===== config.mk =====
export PLATFORM = sky130hd
export DESIGN_NAME = uart_tx_scheduler_flat
export DESIGN_NICKNAME = d
export VERILOG_FILES = /design/src/rtl/uart_tx_scheduler_pkg.sv /design/src/rtl/uart_tx_scheduler_if.sv /design/src/rtl/uart_tx_scheduler_rr_arbiter.sv /design/src/rtl/uart_tx_scheduler.sv /design/src/flat_wrapper.sv
export SDC_FILE = /design/constraint.sdc
export NUM_CORES = 1
export LEC_CHECK = 0
export CORE_MARGIN = 5
export CORE_UTILIZATION = 40
export CTS_BUF_LIST = sky130_fd_sc_hd__clkbuf_16
export CTS_CLUSTER_SIZE = 12
export DETAILED_ROUTE_END_ITERATION = 16
export PLACE_DENSITY_LB_ADDON = 0.15
export SKIP_CTS_REPAIR_TIMING = 1
export SYNTH_ARGS = -nofsm -noshare
export SYNTH_HDL_FRONTEND = slang
export SYNTH_SLANG_ARGS = --single-unit
export TNS_END_PERCENT = 30

===== constraint.sdc =====
create_clock -name clk -period 2.85 [get_ports clk]
set_input_delay 0.285 -clock clk [delete_from_list [all_inputs] [get_ports clk]]
set_output_delay 0.285 -clock clk [all_outputs]
set_load 0.01 [all_outputs]

===== src/rtl/uart_tx_scheduler_pkg.sv =====
// Shared types and constants for the UART transmit scheduler.
package uart_ctrl_pkg;

    localparam int UART_DATA_W = 8;

    typedef enum logic [1:0] {
        IDLE      = 2'd0,
        LAUNCH    = 2'd1,
        WAIT_DONE = 2'd2,
        ACK       = 2'd3
    } state_e;

endpackage


===== src/rtl/uart_tx_scheduler_if.sv =====
// Bundle of requester-side and transmitter-side signals around the scheduler.
// master: the environment (requesters plus uart_trans); slave: the scheduler.
interface uart_tx_scheduler_if #(
    parameter int NUM_REQ = 4
);
    import uart_ctrl_pkg::*;

    localparam int ID_W = $clog2(NUM_REQ);

    logic [NUM_REQ-1:0]             req;
    logic [UART_DATA_W*NUM_REQ-1:0] req_data;
    logic [NUM_REQ-1:0]             ack;
    logic [UART_DATA_W-1:0]         tx_data;
    logic                           tx_enable;
    logic                           tx_done;
    logic                           busy;
    logic [ID_W-1:0]                grant_id;
    logic                           timeout_err;

    modport master (
        output req, req_data, tx_done,
        input  ack, tx_data, tx_enable, busy, grant_id, timeout_err
    );

    modport slave (
        input  req, req_data, tx_done,
        output ack, tx_data, tx_enable, busy, grant_id, timeout_err
    );

endinterface


===== src/rtl/uart_tx_scheduler_rr_arbiter.sv =====
// Round-robin arbiter: the search starts just after last_grant and wraps.
module rr_arbiter #(
    parameter int NUM_REQ = 4,
    localparam int ID_W = $clog2(NUM_REQ)
) (
    input  logic [NUM_REQ-1:0] req,
    input  logic [ID_W-1:0]    last_grant,
    output logic               valid,
    output logic [ID_W-1:0]    winner
);

    // cand_idx[k] is the requester examined at priority rank k (0 = highest)
    logic [ID_W-1:0]    cand_idx [NUM_REQ];
    logic [NUM_REQ-1:0] cand_hit;

    for (genvar gi = 0; gi < NUM_REQ; gi++) begin : g_cand
        assign cand_idx[gi] = ID_W'((32'(last_grant) + 32'(gi) + 32'd1) % 32'(NUM_REQ));
        assign cand_hit[gi] = req[cand_idx[gi]];
    end

    assign valid = |cand_hit;

    // Walk ranks from lowest to highest priority so the highest-priority hit wins
    always_comb begin
        winner = '0;
        for (int k = NUM_REQ - 1; k >= 0; k--) begin
            if (cand_hit[k]) begin
                winner = cand_idx[k];
            end
        end
    end

endmodule


===== src/rtl/uart_tx_scheduler.sv =====
// Shares one UART transmitter between NUM_REQ requesters, round-robin.
// Optional WAIT_DONE watchdog enabled by defining UART_TX_TIMEOUT_EN.
module uart_tx_scheduler
    import uart_ctrl_pkg::*;
#(
    parameter int NUM_REQ        = 4,
    parameter int TIMEOUT_CYCLES = 131072
) (
    input  logic clk,
    input  logic reset,
    uart_tx_scheduler_if.slave bus
);

    localparam int ID_W = $clog2(NUM_REQ);

    if (NUM_REQ < 2 || NUM_REQ > 8 || TIMEOUT_CYCLES < 1) begin : g_cfg_check
        $error("uart_tx_scheduler: NUM_REQ must be 2..8 and TIMEOUT_CYCLES >= 1");
    end

    state_e                 state_q, state_d;
    logic [ID_W-1:0]        last_grant_q, last_grant_d;
    logic [ID_W-1:0]        grant_id_q, grant_id_d;
    logic [UART_DATA_W-1:0] tx_data_q, tx_data_d;
    logic                   tx_enable_q, tx_enable_d;
    logic                   busy_q, busy_d;
    logic [NUM_REQ-1:0]     ack_q, ack_d;

    logic                   arb_valid;
    logic [ID_W-1:0]        arb_winner;

    rr_arbiter #(
        .NUM_REQ (NUM_REQ)
    ) u_arb (
        .req        (bus.req),
        .last_grant (last_grant_q),
        .valid      (arb_valid),
        .winner     (arb_winner)
    );

`ifdef UART_TX_TIMEOUT_EN
    localparam int CNT_W = $clog2(TIMEOUT_CYCLES + 1);

    logic [CNT_W-1:0] tmo_cnt_q, tmo_cnt_d;
    logic             timeout_hit;
    logic             timeout_err_q, timeout_err_d;

    // Fires on the last permitted WAIT_DONE cycle
    assign timeout_hit = (state_q == WAIT_DONE) &&
                         (tmo_cnt_q == CNT_W'(TIMEOUT_CYCLES - 1));

    // Count consecutive WAIT_DONE cycles; leaving the state clears the count
    always_comb begin
        tmo_cnt_d = '0;
        if (state_q == WAIT_DONE && state_d == WAIT_DONE) begin
            tmo_cnt_d = tmo_cnt_q + 1'b1;
        end
    end

    // Watchdog counter and sticky error register
    always_ff @(posedge clk or posedge reset) begin
        if (reset) begin
            tmo_cnt_q     <= '0;
            timeout_err_q <= 1'b0;
        end else begin
            tmo_cnt_q     <= tmo_cnt_d;
            timeout_err_q <= timeout_err_d;
        end
    end

    assign bus.timeout_err = timeout_err_q;
`else
    assign bus.timeout_err = 1'b0;
`endif

    // Next-state logic; every output is computed from the next state and registered
    always_comb begin
        state_d      = state_q;
        last_grant_d = last_grant_q;
        grant_id_d   = grant_id_q;
        tx_data_d    = tx_data_q;
`ifdef UART_TX_TIMEOUT_EN
        timeout_err_d = timeout_err_q;
`endif
        unique case (state_q)
            IDLE: begin
                if (arb_valid) begin
                    state_d    = LAUNCH;
                    grant_id_d = arb_winner;
                    tx_data_d  = bus.req_data[int'(arb_winner) * UART_DATA_W +: UART_DATA_W];
                end
            end
            LAUNCH: begin
                state_d = WAIT_DONE;
            end
            WAIT_DONE: begin
                // tx_done takes precedence over a simultaneous timeout
                if (bus.tx_done) begin
                    state_d = ACK;
                end
`ifdef UART_TX_TIMEOUT_EN
                else if (timeout_hit) begin
                    state_d       = ACK;
                    timeout_err_d = 1'b1;
                end
`endif
            end
            ACK: begin
                state_d      = IDLE;
                last_grant_d = grant_id_q;
            end
            default: begin
                state_d = IDLE;
            end
        endcase

        tx_enable_d = (state_d == LAUNCH);
        busy_d      = (state_d != IDLE);
        ack_d       = '0;
        if (state_d == ACK) begin
            ack_d[grant_id_d] = 1'b1;
        end
    end

    // State and output registers; reset gives requester 0 first priority
    always_ff @(posedge clk or posedge reset) begin
        if (reset) begin
            state_q      <= IDLE;
            last_grant_q <= ID_W'(NUM_REQ - 1);
            grant_id_q   <= '0;
            tx_data_q    <= '0;
            tx_enable_q  <= 1'b0;
            busy_q       <= 1'b0;
            ack_q        <= '0;
        end else begin
            state_q      <= state_d;
            last_grant_q <= last_grant_d;
            grant_id_q   <= grant_id_d;
            tx_data_q    <= tx_data_d;
            tx_enable_q  <= tx_enable_d;
            busy_q       <= busy_d;
            ack_q        <= ack_d;
        end
    end

    assign bus.ack       = ack_q;
    assign bus.tx_data   = tx_data_q;
    assign bus.tx_enable = tx_enable_q;
    assign bus.busy      = busy_q;
    assign bus.grant_id  = grant_id_q;

endmodule

===== src/flat_wrapper.sv =====
// flat-port wrapper written by rule: the top's interface ports become plain ports
module uart_tx_scheduler_flat import uart_ctrl_pkg::*;
#(
    parameter int NUM_REQ        = 4,
    parameter int TIMEOUT_CYCLES = 131072
)
  (clk, reset, bus_req, bus_req_data, bus_tx_done, bus_ack, bus_tx_data, bus_tx_enable, bus_busy, bus_grant_id, bus_timeout_err);
  uart_tx_scheduler_if #(.NUM_REQ(NUM_REQ)) bus_i ();
  input  logic clk;
  input  logic reset;
  input wire logic [$bits(bus_i.req)-1:0] bus_req;
  input wire logic [$bits(bus_i.req_data)-1:0] bus_req_data;
  input wire logic [$bits(bus_i.tx_done)-1:0] bus_tx_done;
  output wire logic [$bits(bus_i.ack)-1:0] bus_ack;
  output wire logic [$bits(bus_i.tx_data)-1:0] bus_tx_data;
  output wire logic [$bits(bus_i.tx_enable)-1:0] bus_tx_enable;
  output wire logic [$bits(bus_i.busy)-1:0] bus_busy;
  output wire logic [$bits(bus_i.grant_id)-1:0] bus_grant_id;
  output wire logic [$bits(bus_i.timeout_err)-1:0] bus_timeout_err;
  assign bus_i.req = bus_req;
  assign bus_i.req_data = bus_req_data;
  assign bus_i.tx_done = bus_tx_done;
  assign bus_ack = bus_i.ack;
  assign bus_tx_data = bus_i.tx_data;
  assign bus_tx_enable = bus_i.tx_enable;
  assign bus_busy = bus_i.busy;
  assign bus_grant_id = bus_i.grant_id;
  assign bus_timeout_err = bus_i.timeout_err;
  uart_tx_scheduler #(.NUM_REQ(NUM_REQ), .TIMEOUT_CYCLES(TIMEOUT_CYCLES)) u_core (.clk(clk), .reset(reset), .bus(bus_i));
endmodule

Yosys cells after proc, flatten, opt, wreduce, memory -nomap -nowiden
Index checks and enable logic that the tools add are counted.
{ "totals": {"regBits": 20, "latch_bits": 0, "mem_bits_rw": 0, "mem_bits_ro": 0, "input_bits": 39, "output_inout_bits": 17, "elab_cells": 50, "mem_count": 0} }
{ "classes": {"addsub": 6, "multipliers": 0, "div": 0, "order_cmp": 6, "n_eq_ne": 5, "shift": 1, "n_mux": 20, "n_bitwise": 0, "reduce_logical": 5} }
{ "op_table": {"columns": ["cell", "count"], "rows": [
  ["32-bit by 6-bit indexed part select with 8-bit output", 1],
  ["2-bit 2-to-1 mux", 8],
  ["2-bit by 3-bit less-than comparator with 1-bit output, second input constant", 5],
  ["2-bit by 1-bit adder with 2-bit output, second input constant", 4],
  ["1-bit binary-select mux with 2-bit select", 4],
  ["2-bit case mux with 4 select lines", 1],
  ["2-bit equality test, second input constant", 3],
  ["1-bit 2-to-1 mux", 5],
  ["2-bit adder, second input constant", 2],
  ["2-bit by 1-bit equality test with 1-bit output, second input constant", 2],
  ["4-bit 2-to-1 mux", 1],
  ["4-bit OR reduction", 1],
  ["1-bit demux with 2-bit select", 1],
  ["2-bit by 1-bit greater-or-equal comparator with 1-bit output, second input constant", 1],
  ["2-bit zero test", 1],
  ["2-bit AND reduction", 1],
  ["2-bit nonzero test", 1],
  ["1-bit logical AND", 1]
]} }

Depth between registers and ports, before layout
Gate-level depths: netlist (run 1).
{ "logic_depth": {"word_depth": 15, "ltp_mapped": 7, "mapped_depth_nobuf": 6} }

Modules after synthesis
A second synthesis (run 1) with hierarchy kept.
{ "hier_totals": {"hier_cells": 105, "area_unflattened_um2": 1139.8} }
{ "modules_own_cells": {"columns": ["mod", "instances", "cells_per_inst", "area_each_um2", "seq_area_each_um2"], "rows": [
  ["uart_tx_scheduler", 1, 91, 1056.0, 503.0],
  ["rr_arbiter", 1, 14, 83.8, 0.0]
]} }

Worst setup path before layout (run 1)
No wires, ideal clock.
{ "synth_timing": {"path_kind": "register to register", "from": "reg u_core.last_grant_q[0]", "to": "reg u_core.tx_data_q[1] (netlist: u_core.bus.tx_data[1])", "setup_ns": 0.126, "t_arrival_ns": 1.996, "t_required_ns": 2.724, "setup_slack_ns": 0.728, "path_stages_with_launch": 8, "n_path_buf": 2, "period_less_slack_ns": 2.122, "cell_sequence": "dfstp_2 > and2b_1 > o21a_1 > buf_4 > nor3_2 > buf_6 > mux2_1 > a221o_1"} }
{ "synth_between": {"elab_chain_cells": 9, "word_cells_on_any_way": 21, "cone_classes": "6 x add/sub; 1 x shift; 12 x mux; 2 x reduce/logical"} }
{ "synth_lines": {"columns": ["item", "line", "source"], "rows": [
  ["start, declared", "uart_tx_scheduler.sv:21", "logic [ID_W-1:0] last_grant_q, last_grant_d;"],
  ["start signal, assigned", "uart_tx_scheduler.sv:128", "last_grant_q <= ID_W'(NUM_REQ - 1);"],
  ["start signal, assigned", "uart_tx_scheduler.sv:136", "last_grant_q <= last_grant_d;"],
  ["2-bit adder", "uart_tx_scheduler_rr_arbiter.sv:17", "assign cand_idx[gi] = ID_W'((32'(last_grant) + 32'(gi) + 32'd1) % 32'(NUM_REQ));"],
  ["2-bit by 1-bit adder with 2-bit output", "uart_tx_scheduler_rr_arbiter.sv:17", null],
  ["1-bit binary-select mux with 2-bit select", "uart_tx_scheduler_rr_arbiter.sv:18", "assign cand_hit[gi] = req[cand_idx[gi]];"],
  ["1-bit 2-to-1 mux (not written as such)", "uart_tx_scheduler_rr_arbiter.sv:18", null],
  ["2-bit 2-to-1 mux (4 in series)", "uart_tx_scheduler_rr_arbiter.sv:27", "if (cand_hit[k]) begin"],
  ["32-bit by 6-bit indexed part select with 8-bit output", "uart_tx_scheduler.sv:89", "tx_data_d = bus.req_data[int'(arb_winner) * UART_DATA_W +: UART_DATA_W];"],
  ["end signal, assigned", "uart_tx_scheduler.sv:138", "tx_data_q <= tx_data_d;"],
  ["end, declared", "uart_tx_scheduler.sv:23", "logic [UART_DATA_W-1:0] tx_data_q, tx_data_d;"]
]} }
Parallel ways exist; a longest one is shown, timed or not. The select of a mux whose other input is x is not followed.
A chain may end at the register's enable or synchronous reset.

Worst setup path in the final report (run 1)
{ "layout_timing": {"from": "in bus_req[3]", "to": "reg u_core.tx_data_q[4] (netlist: u_core.bus.tx_data[4])"} }
{ "layout_between": {"elab_chain_cells": 7, "word_cells_on_any_way": 15, "cone_classes": "1 x shift; 12 x mux; 2 x reduce/logical"} }
{ "layout_lines": {"columns": ["item", "line", "source"], "rows": [
  ["start, declared", "flat_wrapper.sv:11", "input wire logic [$bits(bus_i.req)-1:0] bus_req;"],
  ["1-bit binary-select mux with 2-bit select", "uart_tx_scheduler_rr_arbiter.sv:18", null],
  ["1-bit 2-to-1 mux (not written as such)", "uart_tx_scheduler_rr_arbiter.sv:18", null],
  ["2-bit 2-to-1 mux (4 in series)", "uart_tx_scheduler_rr_arbiter.sv:27", null],
  ["32-bit by 6-bit indexed part select with 8-bit output", "uart_tx_scheduler.sv:89", null]
]} }
Parallel ways exist; a longest one is shown, timed or not. The select of a mux whose other input is x is not followed.

==> results of run 1 <==
registers in the layout, summed over array words and instances, names as in the netlist:
register / flops
u_core.bus.grant_id: 2
u_core.state_q: 2
u_core.bus.tx_enable: 1
u_core.bus.tx_data: 8
u_core.bus.busy: 1
u_core.last_grant_q: 2
u_core.bus.ack: 4
critical path, stage by stage:
cell and delay (ns):
sky130_fd_sc_hd__clkdlybuf4s50_1 0.49, sky130_fd_sc_hd__and2b_1 0.23, sky130_fd_sc_hd__o21a_1 0.30, sky130_fd_sc_hd__nor3_2 0.18, sky130_fd_sc_hd__buf_4 0.21, sky130_fd_sc_hd__mux2_1 0.36
sky130_fd_sc_hd__a221o_1 0.34
cell usage after synthesis (all sizes together) (3+ instances only):
cell type / count
a21oi: 10
a221o: 8
mux2: 10
clkbuf: 3
o21ai: 4
o31ai: 8
buf: 3
nor2: 4
nor3b: 3
nand2b: 3
dfrtp: 18
nand2: 3
inv: 3
nor3: 3
nand4: 8
how the worst max path moves through the flow:
stage	startpoint	to	slack (ns)	cells past startpoint
2_1_floorplan	u_core.last_grant_q[0]$_DFFE_PP1N_	u_core.bus.tx_data[1]$_DFFE_PP0P_	0.73	7
3_5_place_dp	bus_req[3]	u_core.bus.tx_data[7]$_DFFE_PP0P_	0.39	7
4_1_cts	bus_req[3]	u_core.bus.tx_data[4]$_DFFE_PP0P_	0.61	7
3_3_place_gp	bus_req[3]	u_core.bus.tx_data[5]$_DFFE_PP0P_	0.42	7
5_1_grt	bus_req[3]	u_core.bus.tx_data[4]$_DFFE_PP0P_	0.50	7
6_report	bus_req[3]	u_core.bus.tx_data[4]$_DFFE_PP0P_	0.59	7
per-layer routing:
layer	wire length, um	track usage	vias up
met4	66	0.0701	0
met3	174	0.0462	7
met2	1520	0.261	38
met5	0	0	-
li1	-	-	531
met1	1320	0.204	511
area by class of cell:
type	instances	area (um^2)	share of cell area
multi-input cells	80	589	0.326
repair buffers	57	563	0.311
flip-flops and latches	20	503	0.278
clock buffers	3	75.1	0.0415
well taps	31	38.8	0.0214
clock inverters	1	30.0	0.0166
inverters	3	11.3	0.00622
cells by family (layout without fill, tap and decap cells):
logic type / Yosys count / after routing / share of synthesized area
AOI/OAI and AO/OA: 37 / 37 / 0.240
and+or+nand+nor: 31 / 31 / 0.166
DFF: 20 / 20 / 0.440
muxes: 10 / 10 / 0.0986
buffers and inverters: 9 / 64 / 0.0438
other: 1 / 1 / 0.00328
xor gates and xnor gates: 1 / 1 / 0.00767
through the flow:
step / power, W / cell area [um^2] / hold WS, ns
6_report: 0.00171 / 1810 / 0.471
5_1_grt: 0.00182 / 1810 / 0.538
4_1_cts: 0.00172 / 1810 / 0.496
3_5_place_dp: 0.00133 / 1710 / 0.502
3_3_place_gp: 0.00131 / 1710 / 0.496
2_1_floorplan: 0.000991 / 1140 / 0.247
power groups by stage:
stage	Combinational, W	Clock [W]	Sequential (W)
floorplan	0.000446	0	0.000545
global placement	0.000785	0	0.000521
detailed placement	0.000799	0	0.000527
CTS	0.000810	0.000382	0.000525
global route	0.000881	0.000397	0.000545
finish	0.000806	0.000379	0.000524
==> load_flow_metrics.sql, run 1 <==
INSERT INTO impl_metrics (metric_group, metric, value, unit) VALUES
('route', 'ant_nets', '0', ''),
('clocking', 'cts_made_buffers', '3', ''),
('power', 'p_clk_frac', '0.222', ''),
('final_layout', 'drive_gt1_frac', '0.0915', ''),
('synthesis', 'synthesis.area_per_instance', '10.5', 'um^2'),
('synthesis', 'asyncSetResetFlopFracSynth', '1.00', ''),
('route', 'routed-via-count', '1087', ''),
('global_route', 'grt_antenna_before_repair', '0', ''),
('sta', 'grt_setup_unrepaired', 'false', ''),
('synthesis', 'syn_nets', '148', ''),
('floorplanning', 'core', '0.00276', 'mm^2'),
('power', 'netSwitchingPower', '0.000567', 'W'),
('synthesis', 'synthesis.area', '0.00114', 'mm^2'),
('placement', 'detailedPlacementHpwl', '2.35', 'mm'),
('synthesis', 'netlist_instances', '109', ''),
('floorplanning', 'die_h', '63.4', 'um'),
('power', 'seq_pwr_share', '0.307', ''),
('synthesis', 'synth_top_area_frac', '0.394', ''),
('route', 'drt_wl_total', '3.08', 'mm'),
('final_layout', 'final_common_cell', 'sky130_fd_sc_hd__clkdlybuf4s50_1', ''),
('power', 'power_frac_comb', '0.472', ''),
('sta', 'finalCriticalPeriod', '2.26', 'ns'),
('global_route', 'grt_usage', '0.163', ''),
('global_route', 'grt_first_pass_wirelength', '5.26', 'mm'),
('clocking', 'tritoncts', 'yes', ''),
('clocking', 'cts_max_level', '1', ''),
('flow_run', 'max_cap_viol_count', '0', ''),
('power', 'power_internal', '0.00114', 'W'),
('sta', 'setup_viol_count_final', '0', ''),
('synthesis', 'synth.largest_area_cell', 'sky130_fd_sc_hd__dfrtp_1', ''),
('synthesis', 'synth-edff-count', '0', ''),
('synthesis', 'yosysWarningCount', '0', ''),
('global_route', 'overflow', '0', ''),
('floorplanning', 'die-area', '0.00402', 'mm^2'),
('run_status', 'status', 'finished, final reports clean', ''),
('sta', 'hold_violations', '0', ''),
('setup_path', 'arrival_time_of_the_worst_setup_path', '2.39', 'ns'),
('placement', 'placedCellCount', '191', ''),
('placement', 'port_buffers', '54', ''),
('sta', 'fmax', '442', 'MHz'),
('setup_path', 'worstReg2RegStart', 'u_core.last_grant_q[0]$_DFFE_PP1N_', ''),
('floorplanning', 'start_util', '0.414', ''),
('final_layout', 'n_antenna_cell', '0', ''),
('sta', 'slew_viol_final', '0', ''),
('setup_path', 'reg2regPathDepth', '6', ''),
('final_layout', 'num-fill-cells', '241', ''),
('clocking', 'clkSlewWorstSetupHoldPaths', '0.05', 'ns'),
('final_layout', 'fin_util', '0.657', ''),
('synthesis', 'yosys.cell_types.count', '35', ''),
('route', 'detailedRoute.firstIterationViolations', '39', ''),
('sta', 'timing.final.ws_setup', '0.590', 'ns'),
('power', 'vdd.ir_drop.worst', '0.922', 'mV'),
('sta', 'clock_skew', '0.00291', 'ns'),
('power', 'power.leakage', '0.753', 'nW'),
('clocking', 'clock_tree.buffer_depth', '2', ''),
('setup_path', 'cp-start-kind', 'input port', ''),
('setup_path', 'critical_path_required', '2.98', 'ns'),
('route', 'drc', '0', ''),
('power', 'switching_share_of_power', '0.332', ''),
('synthesis', 'ys_seq_area_frac', '0.440', ''),
('setup_path', 'reg2reg_slack', '0.61', 'ns'),
('route', 'drt-pass1-iter-count', '4', ''),
('sta', 'finalSetupTns', '0', 'ns'),
('setup_path', 'endpoint_kind', 'flip-flop', ''),
('sta', 'measured_slew_at_the_worst_slew_check_pin', '0.777', 'ns'),
('clocking', 'clk_latency', '0.25', 'ns'),
('final_layout', 'finalNetCount', '204', ''),
('sta', 'relSlewSlack', '0.476', ''),
('placement', 'gp_routability_congestion', '0.792', ''),
('synthesis', 'netlist_top_cells_area', 'sky130_fd_sc_hd__dfrtp_1 (39%), sky130_fd_sc_hd__a221o_1 (7.0%), sky130_fd_sc_hd__mux2_1 (6.9%)', ''),
('global_route', 'pin_count_of_the_biggest_net_entering_global_routing', '21', '');
(Power assumes the default switching activity.)
==> run 2, diff against run 1 <==
- clock period: 2.85 -> 2.1 ns (I/O delays scaled with it)
==> load_flow_metrics.sql, run 2 (synthesis gave the netlist of run 1 again) <==
INSERT INTO impl_metrics (metric_group, metric, value, unit) VALUES
('run_status', 'status', 'finished, final reports clean', ''),
('clocking', 'tritoncts', 'yes', ''),
('sta', 'fin_worst_hold_slack', '0.406', 'ns'),
('sta', 'finalCriticalPeriod', '2.04', 'ns'),
('floorplanning', 'rows', '19', ''),
('global_route', 'grt_antenna_before_repair', '0', ''),
('setup_path', 'endpoint_kind', 'flip-flop', ''),
('power', 'total_power', '0.00231', 'W'),
('sta', 'fmax', '491', 'MHz'),
('sta', 'setup_viol_count_final', '0', ''),
('clocking', 'clock_tree.buffer_depth', '2', ''),
('clocking', 'cts_made_buffers', '3', ''),
('setup_path', 'worstReg2RegStart', 'u_core.last_grant_q[0]$_DFFE_PP1N_', ''),
('placement', 'gp_routability_congestion', '0.880', ''),
('sta', 'measured_slew_at_the_worst_slew_check_pin', '0.836', 'ns'),
('route', 'detailedRoute.firstIterationViolations', '47', ''),
('sta', 'clock_skew', '0.00117', 'ns'),
('floorplanning', 'chipWidth', '63.4', 'um'),
('final_layout', 'largest_register_ffs', '8', ''),
('sta', 'timing.final.ws_setup', '0.0617', 'ns'),
('setup_path', 'reg2regPathDepth', '6', ''),
('placement', 'postPlaceCellArea', '0.00181', 'mm^2'),
('sta', 'slew_viol_final', '0', ''),
('final_layout', 'drive_gt1_frac', '0.153', ''),
('placement', 'port_buffers', '54', ''),
('global_route', 'overflow', '0', ''),
('final_layout', 'mostFrequentLayoutCells', 'sky130_fd_sc_hd__clkdlybuf4s50_1 (54), sky130_fd_sc_hd__dfrtp_1 (18), sky130_fd_sc_hd__buf_4 (14)', ''),
('setup_path', 'cp_cell_sequence', 'and2b_1, o21a_1, nor3_4, buf_12, mux2_1, a221o_1', ''),
('setup_path', 'cp_max_delay_cell', 'sky130_fd_sc_hd__dfstp_2', ''),
('final_layout', 'final_common_cell', 'sky130_fd_sc_hd__clkdlybuf4s50_1', ''),
('sta', 'finalSetupTns', '0', 'ns'),
('clocking', 'clk_latency', '0.24', 'ns'),
('clocking', 'cts_max_level', '1', ''),
('power', 'power.leakage', '0.806', 'nW'),
('flow_run', 'max_cap_viol_count', '0', ''),
('route', 'ant_nets', '0', ''),
('setup_path', 'timing_worst_setup_path_type', 'flip-flop to flip-flop', ''),
('floorplanning', 'die-area', '0.00402', 'mm^2'),
('clocking', 'clkSlewWorstSetupHoldPaths', '0.05', 'ns'),
('route', 'routed-via-count', '1157', ''),
('setup_path', 'cp-start-kind', 'flip-flop', ''),
('setup_path', 'worstSetupStartpoint', 'u_core.last_grant_q[0]$_DFFE_PP1N_', ''),
('global_route', 'grt_first_pass_wirelength', '5.70', 'mm'),
('route', 'drc', '0', ''),
('worst_hold_path', 'path_category_of_the_worst_min_delay_check', 'input port to asynchronous set/reset pin', ''),
('route', 'routedWlPerCell', '16.2', 'um'),
('power', 'vdd.ir_drop.worst', '0.815', 'mV'),
('power', 'power-per-cell-area', '1220', 'mW/mm^2'),
('final_layout', 'finalNetCount', '216', ''),
('sta', 'hold_violations', '0', ''),
('route', 'avgViaCountPerCell', '5.59', ''),
('clocking', 'root_buffer', 'sky130_fd_sc_hd__clkbuf_16', ''),
('setup_path', 'reg2reg_slack', '0.06', 'ns'),
('setup_path', 'timing.critical_path.slowest_cell_delay', '0.54', 'ns'),
('sta', 'final.period_utilization', '0.971', ''),
('setup_path', 'r2r_end', 'u_core.bus.tx_data[3]$_DFFE_PP0P_', ''),
('global_route', 'pin_count_of_the_biggest_net_entering_global_routing', '21', ''),
('setup_path', 'arrival_time_of_the_worst_setup_path', '2.16', 'ns'),
('floorplanning', 'pin_count', '56', ''),
('floorplanning', 'die_h', '63.4', 'um'),
('sta', 'grt_setup_unrepaired', 'false', ''),
('route', 'drt_wl_total', '3.35', 'mm'),
('final_layout', 'area_growth_syn_to_layout', '66.0', '%'),
('placement', 'detailedPlacementHpwl', '2.68', 'mm'),
('setup_path', 'crit_path_max_fanout', '11', ''),
('placement', 'place_worst_setup_slack', '-0.0780', 'ns'),
('final_layout', 'final_cell_area', '0.00190', 'mm^2'),
('final_layout', 'n_antenna_cell', '0', ''),
('sta', 'relSlewSlack', '0.437', ''),
('clocking', 'clock_sink_count', '20', ''),
('route', 'drt-pass1-iter-count', '4', ''),
('floorplanning', 'start_util', '0.414', ''),
('global_route', 'grt_pass1_vias', '1210', ''),
('setup_path', 'critical_path_required', '2.23', 'ns'),
('floorplanning', 'core', '0.00276', 'mm^2'),
('global_route', 'grt_usage', '0.172', '');
run 2: cell count changes in the layout (fill, tap and decap cells not counted):
cell,previous run,this run
sky130_fd_sc_hd__nor3_2,1,0
sky130_fd_sc_hd__nor3_4,0,1
sky130_fd_sc_hd__o21ai_2,0,1
sky130_fd_sc_hd__buf_12,0,1
sky130_fd_sc_hd__buf_4,3,14
sky130_fd_sc_hd__bufinv_16,1,0
sky130_fd_sc_hd__o21ai_1,2,1
sky130_fd_sc_hd__clkinv_1,0,1
run 2: where the power goes:
part | internal, W | total [W] | switching [W]
registers | 0.000566 | 0.000716 | 0.000150
logic | 0.000696 | 0.00122 | 0.000522
clock network | 0.000253 | 0.000380 | 0.000127
total | 0.00152 | 0.00231 | 0.000799
run 2: worst max path at each step:
stage	endpoint	slack, ns	cells past startpoint
5_1_grt	u_core.bus.tx_data[1]$_DFFE_PP0P_	0.006	6
4_1_cts	u_core.bus.tx_data[3]$_DFFE_PP0P_	0.002	6
3_3_place_gp	u_core.bus.tx_data[6]$_DFFE_PP0P_	-0.03	7
2_1_floorplan	u_core.bus.tx_data[1]$_DFFE_PP0P_	0.002	7
3_5_place_dp	u_core.bus.tx_data[3]$_DFFE_PP0P_	-0.08	7
6_report	u_core.bus.tx_data[3]$_DFFE_PP0P_	0.06	6
run 2: layer usage:
layer  vias up  track usage  part of all wire
li1        556            -                 -
met1       551        0.216              0.42
met2        48        0.288              0.51
met3         2       0.0337             0.067
met4         0       0.0649            0.0075
met5         -            0                 0
run 2: worst max-delay path, delay by kind of cell (launching register included):
kind,cells,cell delay [ns]
AO/OA/AOI/OAI,2,0.55
buffers and inverters,1,0.15
flip-flops,1,0.54
multiplexers,1,0.32
AND/OR/NAND/NOR,2,0.35
run 2: metrics by stage:
stage               utilization  instances
global placement          0.658        203
CTS                       0.686        207
detailed placement        0.658        203
floorplan                     -        109
finish                    0.688        207
global route              0.688        207
run 2: cell type report:
type,instances,area (um^2)
tap,31,38.8
clock inverter,1,3.75
clock buffer,3,75.1
multi-input combinational,80,599
fill,234,861
inverter,3,11.3
timing repair buffer,69,666
sequential,20,503
==> run 3, diff against run 2 <==
- MAX_ROUTING_LAYER: default -> met4
==> load_flow_metrics.sql, run 3 (synthesis gave the netlist of run 1 again) <==
INSERT INTO impl_metrics (metric_group, metric, value, unit) VALUES
('final_layout', 'drive_gt1_frac', '0.154', ''),
('final_layout', 'final_common_cell', 'sky130_fd_sc_hd__clkdlybuf4s50_1', ''),
('sta', 'timing.final.ws_setup', '0.0571', 'ns'),
('setup_path', 'cp_cell_sequence', 'and2b_1, o21a_1, nor3_4, buf_12, mux2_1, a221o_1', ''),
('setup_path', 'reg2regPathDepth', '6', ''),
('sta', 'finalCriticalPeriod', '2.04', 'ns'),
('route', 'detail_route_met2_wl', '1.75', 'mm'),
('global_route', 'grt_antenna_before_repair', '0', ''),
('clocking', 'clock_tree.buffer_depth', '2', ''),
('power', 'vdd.ir_drop.worst', '0.866', 'mV'),
('setup_path', 'endpoint_kind', 'flip-flop', ''),
('route', 'drt-pass1-iter-count', '4', ''),
('sta', 'grt_setup_unrepaired', 'true', ''),
('floorplanning', 'pin_count', '56', ''),
('floorplanning', 'core', '0.00276', 'mm^2'),
('final_layout', 'seqCellArea', '503', 'um^2'),
('final_layout', 'layout.cells.non_filler', '206', ''),
('power', 'power.leakage', '0.812', 'nW'),
('route', 'ant_nets', '0', ''),
('clocking', 'clk_latency', '0.25', 'ns'),
('route', 'routedWlPerCell', '16.4', 'um'),
('power', 'power_frac_comb', '0.528', ''),
('route', 'wl_met3', '237', 'um'),
('clocking', 'root_buffer', 'sky130_fd_sc_hd__clkbuf_16', ''),
('placement', 'detailedPlacementHpwl', '2.60', 'mm'),
('run_status', 'status', 'finished, final reports clean', ''),
('placement', 'gp_routability_congestion', '0.901', ''),
('global_route', 'pin_count_of_the_biggest_net_entering_global_routing', '21', ''),
('global_route', 'grt_usage', '0.165', ''),
('setup_path', 'arrival_time_of_the_worst_setup_path', '2.17', 'ns'),
('flow_run', 'max_cap_viol_count', '0', ''),
('route', 'routed-via-count', '1160', ''),
('power', 'power-per-cell-area', '1230', 'mW/mm^2'),
('route', 'avgViaCountPerCell', '5.63', ''),
('route', 'drt_wl_total', '3.39', 'mm'),
('setup_path', 'cp-start-kind', 'flip-flop', ''),
('setup_path', 'cp_max_delay_cell', 'sky130_fd_sc_hd__dfstp_2', ''),
('power', 'power_internal', '0.00152', 'W'),
('route', 'detailedRoute.firstIterationViolations', '34', ''),
('setup_path', 'timing_worst_setup_path_type', 'flip-flop to flip-flop', ''),
('setup_path', 'reg2reg_slack', '0.06', 'ns'),
('final_layout', 'n_antenna_cell', '0', ''),
('setup_path', 'setup.worst_path.end', 'u_core.bus.tx_data[4]$_DFFE_PP0P_', ''),
('global_route', 'grt_pass1_vias', '1208', ''),
('route', 'top_layer_used', 'met4', ''),
('power', 'switching_share_of_power', '0.347', ''),
('route', 'detail_route.wirelength.met1', '1.36', 'mm'),
('power', 'p_clk_frac', '0.164', ''),
('worst_hold_path', 'path_category_of_the_worst_min_delay_check', 'input port to asynchronous set/reset pin', ''),
('sta', 'clock_skew', '0.00299', 'ns'),
('power', 'seq_pwr_share', '0.309', ''),
('sta', 'relSlewSlack', '0.448', ''),
('setup_path', 'worstReg2RegStart', 'u_core.last_grant_q[0]$_DFFE_PP1N_', ''),
('clocking', 'tritoncts', 'yes', ''),
('final_layout', 'finalNetCount', '215', ''),
('setup_path', 'crit_path_max_fanout', '11', ''),
('sta', 'fmax', '489', 'MHz'),
('floorplanning', 'rows', '19', ''),
('sta', 'finalSetupTns', '0', 'ns'),
('power', 'total_power', '0.00232', 'W'),
('sta', 'setup_viol_count_final', '0', ''),
('final_layout', 'multi_input_gate_area', '603', 'um^2'),
('clocking', 'cts_max_level', '1', ''),
('floorplanning', 'start_util', '0.414', ''),
('final_layout', 'num-fill-cells', '229', ''),
('setup_path', 'critical_path_required', '2.23', 'ns'),
('power', 'netSwitchingPower', '0.000807', 'W'),
('clocking', 'clkSlewWorstSetupHoldPaths', '0.05', 'ns'),
('clocking', 'clock_sink_count', '20', ''),
('floorplanning', 'die_h', '63.4', 'um'),
('final_layout', 'largest_register_ffs', '8', ''),
('placement', 'port_buffers', '54', ''),
('global_route', 'grt_first_pass_wirelength', '5.30', 'mm'),
('setup_path', 'r2r_end', 'u_core.bus.tx_data[4]$_DFFE_PP0P_', ''),
('sta', 'measured_slew_at_the_worst_slew_check_pin', '0.820', 'ns'),
('placement', 'place_worst_setup_slack', '-0.0794', 'ns'),
('floorplanning', 'chipWidth', '63.4', 'um'),
('global_route', 'overflow', '0', ''),
('sta', 'hold_violations', '0', ''),
('setup_path', 'worstSetupStartpoint', 'u_core.last_grant_q[0]$_DFFE_PP1N_', ''),
('placement', 'placedCellCount', '202', ''),
('setup_path', 'timing.critical_path.slowest_cell_delay', '0.54', 'ns'),
('route', 'drc', '0', ''),
('sta', 'final.period_utilization', '0.973', ''),
('final_layout', 'area_growth_syn_to_layout', '65.7', '%'),
('final_layout', 'mostFrequentLayoutCells', 'sky130_fd_sc_hd__clkdlybuf4s50_1 (54), sky130_fd_sc_hd__dfrtp_1 (18), sky130_fd_sc_hd__buf_4 (13)', ''),
('final_layout', 'fin_util', '0.686', ''),
('floorplanning', 'die-area', '0.00402', 'mm^2'),
('sta', 'slew_viol_final', '0', ''),
('clocking', 'cts_made_buffers', '3', '');
==> run 3: worst min path at each step <==
stage	startpoint	to	slack [ns]	cells after the start
floorplan	reset	u_core.bus.ack[0]$_DFF_PP0_	0.17	1
finish	reset	u_core.bus.tx_data[7]$_DFFE_PP0P_	0.40	2
global route	reset	u_core.bus.tx_data[7]$_DFFE_PP0P_	0.49	2
CTS	reset	u_core.bus.tx_data[7]$_DFFE_PP0P_	0.43	2
global placement	u_core.bus.tx_data[2]$_DFFE_PP0P_	u_core.bus.tx_data[2]$_DFFE_PP0P_	0.50	1
detailed placement	u_core.bus.tx_data[3]$_DFFE_PP0P_	u_core.bus.tx_data[3]$_DFFE_PP0P_	0.51	1
==> run 3: power by group through the flow <==
stage | Sequential, W | Combinational [W] | Clock, W
6_report | 0.000717 | 0.00123 | 0.000380
5_1_grt | 0.000736 | 0.00132 | 0.000400
4_1_cts | 0.000716 | 0.00121 | 0.000385
3_5_place_dp | 0.000719 | 0.00120 | 0
3_3_place_gp | 0.000707 | 0.00116 | 0
2_1_floorplan | 0.000740 | 0.000614 | 0
==> run 3: final cells by class <==
cell class / instances / share of cell area
multi-input combinational: 80 / 0.319
inverter: 3 / 0.00595
clock inverter: 1 / 0.00198
sequential: 20 / 0.266
clock buffer: 3 / 0.0397
timing repair buffer: 68 / 0.348
tap: 31 / 0.0205
==> run 3: critical path, delay by kind of cell, from the launching register on <==
family	cells	cell delay [ns]
AO/OA/AOI/OAI	2	0.54
multiplexers	1	0.32
flip-flops	1	0.54
buffers and inverters	1	0.16
AND/OR/NAND/NOR	2	0.35
==> run 3: per-layer routing <==
metal	track usage	vias up
li1	-	556
met5	-	-
met2	0.282	46
met4	0.0649	0
met1	0.187	554
met3	0.0337	4
==> run 3: metrics by stage <==
step | hold WS, ns | area, um^2
6_report | 0.398 | 1890
3_5_place_dp | 0.507 | 1810
5_1_grt | 0.494 | 1890
4_1_cts | 0.429 | 1890
3_3_place_gp | 0.496 | 1810
2_1_floorplan | 0.172 | 1150
